===== src/rtl/csa_multibyte_sequencer.sv =====
// rtl/csa_multibyte_sequencer.sv - byte-serial BYTES*8-bit adder time-sharing one 8-bit conditional-sum adder
// Optional subtract mode is enabled by defining CSA_SEQ_SUB_EN.

module conditional_sum_adder (
    input  logic [7:0] x,
    input  logic [7:0] y,
    input  logic       ci,
    output logic [7:0] s,
    output logic       co
);
    logic [4:0] lo;
    logic [4:0] hi0;
    logic [4:0] hi1;

    // Upper nibble is precomputed for both carry-ins; the lower nibble's carry selects.
    always_comb begin
        lo  = {1'b0, x[3:0]} + {1'b0, y[3:0]} + {4'b0000, ci};
        hi0 = {1'b0, x[7:4]} + {1'b0, y[7:4]};
        hi1 = hi0 + 5'd1;
        s   = {(lo[4] ? hi1[3:0] : hi0[3:0]), lo[3:0]};
        co  = lo[4] ? hi1[4] : hi0[4];
    end
endmodule

module csa_multibyte_sequencer #(
    parameter int BYTES = 4
) (
    input  logic                 clk,
    input  logic                 rst,
    input  logic                 start,
    input  logic [8*BYTES-1:0]   a,
    input  logic [8*BYTES-1:0]   b,
    input  logic                 cin,
`ifdef CSA_SEQ_SUB_EN
    input  logic                 sub,
`endif
    output logic                 busy,
    output logic                 done,
    output logic [8*BYTES-1:0]   sum,
    output logic                 cout,
    output logic                 ovf
);
    localparam int W  = 8 * BYTES;
    localparam int IW = $clog2(BYTES);

    typedef enum logic [1:0] {IDLE, RUN, DONE} state_t;

    state_t         state;
    state_t         state_next;
    logic [W-1:0]   a_l;
    logic [W-1:0]   b_l;
    logic [W-1:0]   b_eff;
    logic [IW-1:0]  idx;
    logic           c;
    logic           last;
    logic [7:0]     add_a;
    logic [7:0]     add_b;
    logic [7:0]     add_s;
    logic           add_co;
    logic           c_init;
`ifdef CSA_SEQ_SUB_EN
    logic           sub_l;
`endif

    always_comb begin
`ifdef CSA_SEQ_SUB_EN
        b_eff  = sub_l ? ~b_l : b_l;
        c_init = sub ? 1'b1 : cin;
`else
        b_eff  = b_l;
        c_init = cin;
`endif
        add_a = a_l[8*idx +: 8];
        add_b = b_eff[8*idx +: 8];
        last  = (idx == IW'(BYTES - 1));
    end

    conditional_sum_adder u_adder (
        .x  (add_a),
        .y  (add_b),
        .ci (c),
        .s  (add_s),
        .co (add_co)
    );

    always_ff @(posedge clk or posedge rst) begin
        if (rst) begin
            state <= IDLE;
        end else begin
            state <= state_next;
        end
    end

    always_comb begin
        state_next = state;
        busy       = 1'b0;
        done       = 1'b0;
        case (state)
            IDLE: begin
                if (start) begin
                    state_next = RUN;
                end
            end
            RUN: begin
                busy = 1'b1;
                if (last) begin
                    state_next = DONE;
                end
            end
            DONE: begin
                busy       = 1'b1;
                done       = 1'b1;
                state_next = IDLE;
            end
            default: begin
                state_next = IDLE;
            end
        endcase
    end

    always_ff @(posedge clk or posedge rst) begin
        if (rst) begin
            a_l   <= '0;
            b_l   <= '0;
            idx   <= '0;
            c     <= 1'b0;
            sum   <= '0;
            cout  <= 1'b0;
            ovf   <= 1'b0;
`ifdef CSA_SEQ_SUB_EN
            sub_l <= 1'b0;
`endif
        end else begin
            case (state)
                IDLE: begin
                    if (start) begin
                        a_l   <= a;
                        b_l   <= b;
                        idx   <= '0;
                        c     <= c_init;
                        sum   <= '0;
                        cout  <= 1'b0;
                        ovf   <= 1'b0;
`ifdef CSA_SEQ_SUB_EN
                        sub_l <= sub;
`endif
                    end
                end
                RUN: begin
                    sum[8*idx +: 8] <= add_s;
                    if (last) begin
                        cout <= add_co;
                        ovf  <= (a_l[W-1] == b_eff[W-1]) && (add_s[7] != a_l[W-1]);
                    end else begin
                        c   <= add_co;
                        idx <= idx + 1'b1;
                    end
                end
                default: begin
                end
            endcase
        end
    end
endmodule


===== config.mk =====
export PLATFORM = sky130hd
export DESIGN_NAME = csa_multibyte_sequencer
export DESIGN_NICKNAME = d
export VERILOG_FILES = /design/src/rtl/csa_multibyte_sequencer.sv
export SDC_FILE = /design/constraint.sdc
export NUM_CORES = 1
export LEC_CHECK = 0
export CORE_MARGIN = 4
export CORE_UTILIZATION = 46
export DETAILED_ROUTE_END_ITERATION = 7
export GPL_ROUTABILITY_DRIVEN = 0
export PLACE_DENSITY = 0.82
export SLEW_MARGIN = 30
export SYNTH_ARGS = -nofsm -noshare
export SYNTH_HDL_FRONTEND = slang
export SYNTH_HIERARCHICAL = 1
export SYNTH_SLANG_ARGS = --single-unit

===== constraint.sdc =====
create_clock -name clk -period 3.5 [get_ports clk]
set_clock_uncertainty 0.1 [all_clocks]
set_input_delay 0.7 -clock clk [delete_from_list [all_inputs] [get_ports clk]]
set_output_delay 0.7 -clock clk [all_outputs]
set_load 0.05 [all_outputs]

# Yosys cells after proc, flatten, opt, wreduce, memory -nomap -nowiden

Cells that the tools add are included.

Register bits after elaboration: 103
Bits of input ports: 68
Output and inout bits: 36
Word-level logic and storage cells: 56

Add/subtract/negate cells: 6
Equality and inequality tests: 8
Shifts and indexed selects: 4
Multiplexer cells: 21
Reductions and logical operators: 9

Operator list:

| cell                    | number |
|---|---|
| $pmux 32 s2             | 1 |
| $shiftx 32x6->8         | 2 |
| $neg 5->34              | 1 |
| $shift 8x34->32 const A | 1 |
| $shiftx 8x34->32        | 1 |
| $bwmux 32               | 1 |
| $mux 32                 | 1 |
| $add 4x4->5             | 2 |
| $mux 1                  | 8 |
| $mux 2                  | 4 |
| $pmux 2 s2              | 2 |
| $ne 2x2->1 const B      | 3 |
| $pmux 1 s2              | 3 |
| $reduce_and 2->1        | 3 |
| $reduce_and 3->1        | 2 |
| $add 5x1->5             | 1 |
| $add 5x1->5 const B     | 1 |
| $eq 2x2->1 const B      | 2 |
| $mux 4                  | 1 |
| $add 2x1->2 const B     | 1 |
| $eq 2x1->1 const B      | 1 |
| $logic_not 2->1         | 1 |
| $reduce_bool 2->1       | 1 |
| $reduce_or 2->1         | 1 |
| 3 further kinds         | 3 |

# Logic depth before layout (Yosys ltp)

Word-level depth: 8
Depth in mapped cells: 13
Depth with buffers taken out: 11

# Hierarchy

Netlist, hierarchy kept.

Modules (own cells, without submodules):

| module                  | instances | cells each | area an instance (µm²) | seq. area each (µm²) |
|---|---|---|---|---|
| csa_multibyte_sequencer | 1         | 310        | 4605.7                 | 2577.5 |
| conditional_sum_adder   | 1         | 47         | 384.1                  | 0.0 |

# Least setup slack after synthesis

OpenSTA, ideal clock, no wires.

Path type: flip-flop to flip-flop
Start point: register idx[0]
End point: register cout
Library setup time: 0.138 ns
Arrival: 3.120 ns
Required time: 3.262 ns
Path slack: 0.142 ns
Stages on the path, launching flop included: 14
Buffers on the path: 2
Period minus slack after synthesis: 3.358 ns
Cells stage by stage: dfrtp_1 -> buf_6 -> buf_4 -> mux4_2 -> inv_1 -> fa_1 -> fa_1 -> nor2b_1 -> o21ai_1 -> a2111oi_2 -> xnor2_1 -> and3_1 -> a21oi_1 -> o221ai_1

Cells in the longest elaborated chain, start to end: 6
Elaborated cells between the ends (all ways): 12
Those cells by class: add/sub: 4; eq/ne: 2; shift: 2; mux: 3; reduce/logical: 1

RTL lines:

| item                   | line | source |
|---|---|---|
| from (decl)            | 53   | `logic [IW-1:0] idx;` |
| from (signal assigned) | 156  | `idx <= idx + 1'b1;` |
| $shiftx 32x6->8        | 74   | `add_b = b_eff[8*idx +: 8];` |
| net add_b[0]           | 57   | `logic [7:0] add_b;` |
| $add 4x4->5            | 17   | `lo = {1'b0, x[3:0]} + {1'b0, y[3:0]} + {4'b0000, ci};` |
| $add 5x1->5            | 17   |  |
| $mux 1                 | 21   | `co = lo[4] ? hi1[4] : hi0[4];` |
| net add_co             | 59   | `logic add_co;` |
| $mux 1                 | 151  | `if (last) begin` |
| $pmux 1 s2             | 134  | `case (state)` |
| to (signal assigned)   | 152  | `cout <= add_co;` |
| to (decl)              | 40   | `output logic cout,` |

The timed path passes the listed nets, and every way through them passes these cells. The select of a mux whose other input is x is not followed.
A chain may end at the register's enable or synchronous reset.

# Final worst setup path

Same ends and word-level chain as after synthesis.

==> results.md <==
* Rows at 37
* DRT antenna net count at 0
* Die width at 112 um
* Reg2reg end: cout$_DFFE_PP0P_
* Mux share of post-synthesis cell area at 24.1%
* Critical Path AT at 3.46 ns
* Top-count cell post-synth: dfrtp_1
* Diode count at 0
* Fill cells at 824
* Synth Area in Compound Gates at 7.92%
* Initial antenna violation count at 0
* Synth Area in Simple Gates at 5.09%
* Achievable Freq at 300 MHz
* Total grt overflow at 0
* Final core utilization at 61.5%
* Worst setup SP type: register
* Unrepaired setup endpoints after global routing: no
* TNS Setup at 0 ns
* Detailed-route DRC error count at 0
* Worst-Margin Slew at 0.587 ns
* Status: finished clean
* Synthesized instance count at 357
* Pre-antenna DRT Iters at 4
* Worst-path fanout max at 15
* Post-synthesis instance area at 4990 um^2
* Synthesized flop and latch total at 103
* Final Max Slew Viols at 0
* Via Count at 3307
* Vias in the first global route at 3501
* Static Leak at 2.75 nW
* Final Cycle Share at 95.2%
* Synth top area cells: dfrtp_1 (52%), mux2_2 (14%), mux4_2 (7.2%), ha_1 (4.3%), a22o_1 (4.2%)
* Root buf cell: clkbuf_8
* Largest area contributor in the netlist: dfrtp_1
* HPWL after DPL at 8.31 mm
* PD cells at 944 nW/um^2
* Clk_lat worst skew at 0.36 ns
* Clk sink count at 103
* WL final at 10.7 mm
* Top_reg_cell synth: dfrtp_1
* Worst setup EP type: register
* Hold buffers post-CTS at 0
* Number of synthesized flops with an enable pin at 0
* Synth top cells by count: dfrtp_1 (103), mux2_2 (64), a22o_1 (24), inv_1 (24), ha_1 (17)
* Nets at 554
* Core area at 10500 um^2
* I/O Buffers at 103
* DR vias/cell at 5.45
* Die outline area at 12600 um^2
* Worst R2R Path Depth at 12
* First-pass GRT wire length at 17.4 mm
* Final Hold Fails at 0
* Hold path depth at 1
* Gr usage total at 17.3%
* CTS max path bufs at 2
* CTS tree: yes
* Main combinational cell family by area after synthesis: multiplexers
* Minimum clock period at 3.33 ns
* Layout area overhead at 28.9%
* Initial core utilization at 47.7%
* Post-synth ARST share at 100%
* Max VDD drop at 0.465 mV
* Hold_sp: sum[8]$_DFFE_PP0P_
* Worst EP required at 3.63 ns
* # IOs at 104
* CTS buffer count at 9
* Min-Delay Path Class: reg -> reg
* Iteration-0 DRC Markers at 96
* Post_cts resized at 0
* Die height at 112 um
* # H-tree levels at 3
* Max cap viols at 0
* R2R Setup Slk at 0.17 ns
* Worst R2R Start: idx[0]$_DFFE_PP0P_
* Net count after synthesis at 445
* Syn Area/Cell at 14.0 um^2
* WHS Endpoint: sum[8]$_DFFE_PP0P_
* Yosys cell types at 50
* Seq/Total Area, Yosys at 51.7%
* Post-synth top area share at 51.7%
* Ys Warns at 6
* Synth Area in Adders at 5.47%
* Slew margin rel. at 60.6%
* Fraction of layout cells with a size suffix above 1 at 25.5%
* Xor/xnor share of the synthesized area at 1.38%
* Pin count of the biggest net entering global routing at 47
* # Post-CTS Setup Buffers at 0
* Setup violations, final at 0
* Clock transition at the registers of the reported paths at 0.10 ns
* Routed length per instance at 17.6 um
* WS Path Type: reg -> reg
## routing by layer
layer	global-route usage, %	routed length, um	up-vias
met3	4.42	640	28
met2	29.5	5390	125
met4	6.89	316	0
li1	-	-	1513
met5	0	0	-
met1	20.9	4320	1641
## report_power, final
part           internal, W  switching, W  leakage (nW)  total, W
sequential         0.00162      0.000242          1.29   0.00186
clock             0.000362      0.000418         0.109  0.000780
combinational      0.00153       0.00189          1.35   0.00343
total              0.00352       0.00255          2.75   0.00607
## area by class of cell
| type | count | area, um^2 | share of cell area (%) |
|---|---|---|---|
| multi-input combinational | 210 | 2190 | 34.1 |
| clock inverter | 6 | 76.3 | 1.19 |
| timing repair buffer | 115 | 1170 | 18.2 |
| inverter | 27 | 108 | 1.67 |
| sequential | 103 | 2580 | 40.1 |
| clock buffer | 10 | 138 | 2.14 |
| tap | 136 | 170 | 2.65 |
## placed cells by master (no fill, tap or decap), types with 4 or more instances in the layout
| cell type | count |
|---|---|
| dfrtp_1 | 103 |
| clkdlybuf4s50_1 | 103 |
| mux2_2 | 64 |
| a22o_1 | 24 |
| inv_1 | 23 |
| ha_1 | 17 |
| mux4_2 | 16 |
| nand2_1 | 13 |
| a21oi_1 | 10 |
| clkbuf_8 | 10 |
| mux2i_1 | 8 |
| buf_4 | 8 |
| nor2b_1 | 5 |
| nor2_1 | 4 |
| buf_12 | 4 |
| xnor2_1 | 4 |
## state kept, by name, indices dropped and copies added (netlist names)
signal / flops
c: 1
cout: 1
ovf: 1
idx: 2
state: 2
sum: 32
b_eff: 32
a_l: 32
## worst max path at each step
stage	startpoint	to
after floorplan	idx[0]$_DFFE_PP0P_	cout$_DFFE_PP0P_
after global placement	idx[0]$_DFFE_PP0P_	cout$_DFFE_PP0P_
after detailed placement	idx[0]$_DFFE_PP0P_	cout$_DFFE_PP0P_
after CTS	idx[0]$_DFFE_PP0P_	cout$_DFFE_PP0P_
after global routing	idx[0]$_DFFE_PP0P_	cout$_DFFE_PP0P_
final	idx[0]$_DFFE_PP0P_	cout$_DFFE_PP0P_
## cells by family after synthesis
kind of cell    after synthesis
compound gates               53
xor+xnor                      7
fa+ha+maj                    20
buf+inv                      44
flops                       103
mux                          91
simple gates                 39
## worst max-delay path, cell delays in order, from the launching register on
cell	delay (ns)
dfrtp_1	0.41
buf_12	0.17
mux4_2	0.32
inv_1	0.05
fa_1	0.45
fa_1	0.42
nor2b_1	0.13
o21ai_1	0.13
a2111oi_2	0.41
xnor2_1	0.15
and3_1	0.20
a21oi_1	0.13
o221ai_1	0.13
## through the flow
stage | area (um^2) | instances | worst slack, ns | power [W] | hold WS (ns)
detailed placement | 6200 | 590 | 0.178 | 0.00532 | 0.390
global route | 6430 | 607 | 0.0248 | 0.00656 | 0.424
CTS | 6410 | 606 | 0.177 | 0.00611 | 0.414
global placement | 6200 | 590 | 0.244 | 0.00517 | 0.383
finish | 6430 | 607 | 0.168 | 0.00607 | 0.411
floorplan | 4990 | 357 | 0.142 | 0.00437 | 0.374
No activity file was read; power rests on OpenSTA's default activity.
